## config.mk

```make
export PLATFORM = sky130hd
export DESIGN_NAME = adder_access_scheduler
export DESIGN_NICKNAME = d
export VERILOG_FILES = /design/src/rtl/adder_sched_pkg.sv /design/src/rtl/adder_access_scheduler_rr_arbiter_2.sv /design/src/rtl/adder_access_scheduler.sv
export SDC_FILE = /design/constraint.sdc
export NUM_CORES = 1
export LEC_CHECK = 0
export CAP_MARGIN = 25
export CELL_PAD_IN_SITES_DETAIL_PLACEMENT = 1
export CELL_PAD_IN_SITES_GLOBAL_PLACEMENT = 1
export CORE_MARGIN = 2
export CORE_UTILIZATION = 28
export CTS_BUF_LIST = sky130_fd_sc_hd__clkbuf_4 sky130_fd_sc_hd__clkbuf_8
export CTS_CLUSTER_DIAMETER = 150
export DETAILED_ROUTE_END_ITERATION = 8
export PLACE_DENSITY = 0.79
export SLEW_MARGIN = 20
export SYNTH_ARGS = -nofsm -noshare
export SYNTH_HDL_FRONTEND = slang
export SYNTH_SLANG_ARGS = --single-unit
```

## constraint.sdc

```tcl
create_clock -name clock -period 1.6 [get_ports clock]
set_clock_uncertainty 0.15 [all_clocks]
set_input_delay 0.4 -clock clock [delete_from_list [all_inputs] [get_ports clock]]
set_output_delay 0.4 -clock clock [all_outputs]
set_load 0.005 [all_outputs]
```

## src/rtl/adder_sched_pkg.sv

```systemverilog
// Shared types and widths for the adder access scheduler.
//   OPER_W : operand width of the external adder
//   SUM_W  : result width {cout, sum}
//   CNT_W  : settle counter width (holds 1..15)
//   state_t: scheduler FSM states
package adder_sched_pkg;

   localparam int unsigned OPER_W = 4;
   localparam int unsigned SUM_W  = 5;
   localparam int unsigned CNT_W  = 4;

   typedef enum logic [1:0] {
      IDLE,
      SETTLE,
      RESP
   } state_t;

endpackage

```

## src/rtl/adder_access_scheduler_rr_arbiter_2.sv

```systemverilog
// Two-way round-robin arbiter, purely combinational.
//   req        : request vector, bit N = requester N valid
//   last_grant : requester served most recently
//   grant      : one-hot grant (all zero when nothing requests)
//   grant_id   : index of the granted requester
// A lone requester always wins; on a tie the one that was not served last wins.
module rr_arbiter_2 (
   input  logic [1:0] req,
   input  logic       last_grant,
   output logic [1:0] grant,
   output logic       grant_id
);

   always_comb begin
      grant    = '0;
      grant_id = 1'b0;
      case (req)
         2'b01: begin
            grant    = 2'b01;
            grant_id = 1'b0;
         end
         2'b10: begin
            grant    = 2'b10;
            grant_id = 1'b1;
         end
         2'b11: begin
            if (last_grant) begin
               grant    = 2'b01;
               grant_id = 1'b0;
            end else begin
               grant    = 2'b10;
               grant_id = 1'b1;
            end
         end
         default: begin
            grant    = '0;
            grant_id = 1'b0;
         end
      endcase
   end

endmodule

```

## src/rtl/adder_access_scheduler.sv

```systemverilog
// Shares one external 4-bit adder between two requesters.
//   clock, reset           : system clock, synchronous active-high reset
//   reqN_valid/a/b         : operand pair offered by requester N
//   reqN_ready             : pair from requester N accepted this cycle
//   add_a, add_b           : registered operands driven to the adder
//   add_sum, add_cout      : adder result inputs
//   rsp_valid/rsp_id/rsp_sum : one-cycle result pulse, owner and {cout,sum}
//   disp_value             : last captured result for the display path
//   busy                   : high whenever an operation is in flight
// Operands are held on the adder for SETTLE_CYCLES cycles before the result
// is captured; one operation completes every SETTLE_CYCLES+2 cycles.
module adder_access_scheduler
   import adder_sched_pkg::*;
#(
   parameter int unsigned SETTLE_CYCLES = 1
) (
   input  logic              clock,
   input  logic              reset,
   input  logic              req0_valid,
   input  logic [OPER_W-1:0] req0_a,
   input  logic [OPER_W-1:0] req0_b,
   output logic              req0_ready,
   input  logic              req1_valid,
   input  logic [OPER_W-1:0] req1_a,
   input  logic [OPER_W-1:0] req1_b,
   output logic              req1_ready,
   output logic [OPER_W-1:0] add_a,
   output logic [OPER_W-1:0] add_b,
   input  logic [OPER_W-1:0] add_sum,
   input  logic              add_cout,
   output logic              rsp_valid,
   output logic              rsp_id,
   output logic [SUM_W-1:0]  rsp_sum,
   output logic [SUM_W-1:0]  disp_value,
   output logic              busy
);

   if (SETTLE_CYCLES < 1 || SETTLE_CYCLES > 15) begin : g_bad_settle
      $error("SETTLE_CYCLES must be in 1..15");
   end

   localparam logic [CNT_W-1:0] CNT_LOAD = CNT_W'(SETTLE_CYCLES);

   state_t            state;
   state_t            next_state;
   logic [CNT_W-1:0]  cnt;
   logic              last_grant;
   logic              grant_id_q;
   logic [1:0]        grant;
   logic              arb_id;
   logic              xfer;
   logic              capture;

   rr_arbiter_2 u_arb (
      .req        ({req1_valid, req0_valid}),
      .last_grant (last_grant),
      .grant      (grant),
      .grant_id   (arb_id)
   );

   // ------------------------------------------------------------------
   // State register
   // ------------------------------------------------------------------
   always_ff @(posedge clock) begin
      if (reset) begin
         state <= IDLE;
      end else begin
         state <= next_state;
      end
   end

   // ------------------------------------------------------------------
   // Next state, handshake and capture strobes
   // ------------------------------------------------------------------
   always_comb begin
      next_state = state;
      xfer       = 1'b0;
      capture    = 1'b0;
      req0_ready = 1'b0;
      req1_ready = 1'b0;
      case (state)
         IDLE: begin
            // grant is only non-zero for a requester whose valid is high
            req0_ready = grant[0];
            req1_ready = grant[1];
            if (|grant) begin
               xfer       = 1'b1;
               next_state = SETTLE;
            end
         end
         SETTLE: begin
            // <= 1 rather than == 1 so a corrupted zero count cannot hang
            if (cnt <= CNT_W'(1)) begin
               capture    = 1'b1;
               next_state = RESP;
            end
         end
         RESP: begin
            next_state = IDLE;
         end
         default: begin
            next_state = IDLE;
         end
      endcase
   end

   assign rsp_valid = (state == RESP);
   assign busy      = (state != IDLE);

   // ------------------------------------------------------------------
   // Operand, counter and result registers
   // ------------------------------------------------------------------
   always_ff @(posedge clock) begin
      if (reset) begin
         add_a      <= '0;
         add_b      <= '0;
         cnt        <= '0;
         grant_id_q <= 1'b0;
         last_grant <= 1'b1;
         rsp_sum    <= '0;
         rsp_id     <= 1'b0;
         disp_value <= '0;
      end else begin
         if (xfer) begin
            add_a      <= arb_id ? req1_a : req0_a;
            add_b      <= arb_id ? req1_b : req0_b;
            grant_id_q <= arb_id;
            cnt        <= CNT_LOAD;
         end else if (state == SETTLE) begin
            cnt <= cnt - CNT_W'(1);
         end
         if (capture) begin
            rsp_sum    <= {add_cout, add_sum};
            disp_value <= {add_cout, add_sum};
            rsp_id     <= grant_id_q;
            last_grant <= grant_id_q;
         end
      end
   end

endmodule

```

==> flow_metrics.env <==
export IMPL_p_sw_w=0.000534
export IMPL_end_kind="primary output"
export IMPL_num_vias=1197
export IMPL_drtIter0Drc=27
export IMPL_synth_ff_type="dfxtp_1"
export IMPL_swShare_pct=31.0
export IMPL_viasPerCell=4.99
export IMPL_clock_latency_ns=0.27
export IMPL_violations="setup timing"
export IMPL_cp_cell_sequence="buf_4 > nor2b_4 > clkdlybuf4s15_2"
export IMPL_ios=48
export IMPL_async_flop_share_pct=0
export IMPL_grt_pass1_vias=1301
export IMPL_cp_start_kind="flip-flop"
export IMPL_drv_slew=0
export IMPL_synth_compound_area_share_pct=27.4
export IMPL_setup_viol=3
export IMPL_die_h_um=66.6
export IMPL_syn_inst=128
export IMPL_wl_per_cell_um=15.9
export IMPL_cts_made_buffers=3
export IMPL_synth_xor_area_share_pct=0.797
export IMPL_drive_gt1_share_pct=34.4
export IMPL_synth_seq_cells=22
export IMPL_die_area_sq_um=4440
export IMPL_rsz0062_at_grt="yes"
export IMPL_layout_commonest_cell="buf_4"
export IMPL_die_w_um=66.6
export IMPL_synth_area_sq_um=1100
export IMPL_muxShareOfSynthArea_pct=0
export IMPL_multi_input_area_sq_um=576
export IMPL_htreeDepth=1
export IMPL_final_nets=220
export IMPL_portBuffers=47
export IMPL_grt_overflow=0
export IMPL_fin_ws_ns=-0.0557
export IMPL_crit_family="flip-flops"
export IMPL_p_clk_share_pct=23.6
export IMPL_synth_adder_area_share_pct=2.28
export IMPL_grt_max_degree=13
export IMPL_pwr_share_seq_pct=39.4
export IMPL_final_cell_mix="buf_4, clkdlybuf4s50_1, dlygate4sd2_1"
export IMPL_critPathBufInv=2
export IMPL_period_minus_slack_ns=1.66
export IMPL_ff_latch_area_sq_um=459
export IMPL_p_per_area_nw_per_um2=942
export IMPL_synth_top_family_by_area="compound AO/OA/AOI/OAI gates"
export IMPL_cp_max_fo=5
export IMPL_timing_fmax_mhz=604
export IMPL_firstDrtPassIters=4
export IMPL_antenna_left=0
export IMPL_antenna_cells=0
export IMPL_start_util_pct=29.6
export IMPL_cts_tree="done"
export IMPL_cts_reportedPaths_clkPinSlew_ns=0.08
export IMPL_power_internal_w=0.00119
export IMPL_n_fill_cell=469
export IMPL_maxCapViolations=0
export IMPL_synth_nets=155
export IMPL_antenna_found_initial=0
export IMPL_crit_required_ns=1.05
export IMPL_grt_usage_pct=18.7
export IMPL_core_area_sq_um=3720
export IMPL_crit_slowest_cell="dfxtp_2"
export IMPL_path_class="flip-flop to primary output"
export IMPL_gp_congestion=0.759
export IMPL_synth_warnings=0
export IMPL_synth_edf_count=0
export IMPL_drc=0
export IMPL_syn_area_per_cell_sq_um=8.58
export IMPL_max_slew_margin_rel_pct=73.5
export IMPL_synth_distinct_cells=36
export IMPL_cts_hold_buf=0
export IMPL_status="complete, but fails checks"
export IMPL_root_buffer="clkbuf_8"
export IMPL_hold_viol_final=0
export IMPL_place_hpwl_mm=2.80
export IMPL_cts_path_max_buffers=2
export IMPL_vdd_ir_drop_max_v=0.000533
export IMPL_p_total_w=0.00172
export IMPL_cp_slowest_stage_delay_ns=0.36
export IMPL_synth_seq_area_share_pct=40.1
export IMPL_hp_class="flip-flop to flip-flop"
export IMPL_rows=22
export IMPL_arrival_ns=1.11
export IMPL_area_growth_pct=66.4
export IMPL_worst_slew_pin_slew_ns=0.397
export IMPL_routed_wl_mm=3.82
export IMPL_power_frac_comb_pct=37.0
export IMPL_clkSinkCount=22
export IMPL_leakage_nw=0.812
export IMPL_grt_first_pass_wirelength_mm=6.15
export IMPL_post_route_period_util_pct=103
export IMPL_fin_tns_setup_ns=-0.103
export IMPL_synth_simple_area_share_pct=17.4
==> worst reg2reg max path, stage by stage (launching register included) <==
cell     delay, ns
dfxtp_4       0.38
inv_2         0.03
ha_2          0.16
or2_4         0.27
and3_4        0.23
a31o_1        0.22
==> power by group through the flow <==
stage               logic [W]  registers, W  clock network (W)
CTS                  0.000619      0.000676           0.000416
global placement     0.000579      0.000675                  0
detailed placement   0.000605      0.000681                  0
floorplan            0.000282      0.000680                  0
finish               0.000637      0.000678           0.000407
global route         0.000701      0.000685           0.000435
==> metal layers <==
metal,vias to the layer above,routed length [um],GRT usage (%)
met4,0,54,5.10
met3,10,286,5.24
li1,577,-,-
met5,-,0,0
met1,558,1390,17.8
met2,52,2090,38.1
==> registers in the layout (all words and copies together) (netlist names) <==
signal	count
cnt	4
rsp_id	1
add_a	4
add_b	4
disp_value	5
grant_id_q	1
state	2
last_grant	1
==> per-stage QoR <==
stage                     std cells  hold WS, ns  area [sq um]  util, %  setup slack (ns)
after floorplan                 128        0.305          1100        -           -0.0197
after global placement          229        0.320          1690     45.4            -0.673
after detailed placement        229        0.349          1690     45.4            -0.702
after CTS                       239        0.362          1810     48.7           -0.0547
after global routing            240        0.377          1830     49.2            -0.114
final                           240        0.352          1830     49.2           -0.0557
==> cells in the mapped netlist, drive strengths merged, types with 2 or more instances <==
library cell  number  share of area [%]
a311oi            13                 10
o21ai              2               0.91
nor3               2               0.91
a21oi             13                5.9
a31o               6                4.8
nor2               6                3.2
clkbuf             3                1.3
a211oi             2                1.4
ha                 2                2.3
inv               12                4.1
or2                2                1.1
nor2b              2                1.1
nand3b             2                1.4
dfxtp             22                 40
nand2             18                6.1
buf                9                6.3
==> timing repair <==
item / in CTS / in global routing
pin swaps: 3 / 0
setup buffers: 7 / 1
setup endpoints to repair: 42 / 14
resized for setup: 60 / 6
==> cell type report <==
type	count	area share, %
clock buffers	4	3.01
inverters	13	2.67
multi-input cells	81	31.5
flip-flops and latches	22	25.1
well taps	48	3.29
repair buffers	72	34.4
==> final timing paths <==
check | to | slack (ns) | cells past startpoint | from
min | grant_id_q | 0.35 | 2 | grant_id_q
max | rsp_valid | -0.06 | 3 | state[1]
max reg2reg | disp_value[4] | 0.06 | 5 | cnt[0]
min reg2reg | grant_id_q | 0.35 | 2 | grant_id_q
==> cells by family (layout without fill, tap and decap cells) <==
family / after synthesis / in the layout
compound gates: 41 / 41
xor+xnor: 1 / 1
fa+ha+maj: 2 / 2
buf+inv: 25 / 89
flops: 22 / 22
simple gates: 37 / 37
Note: power is estimated with default switching activity, not from simulation.
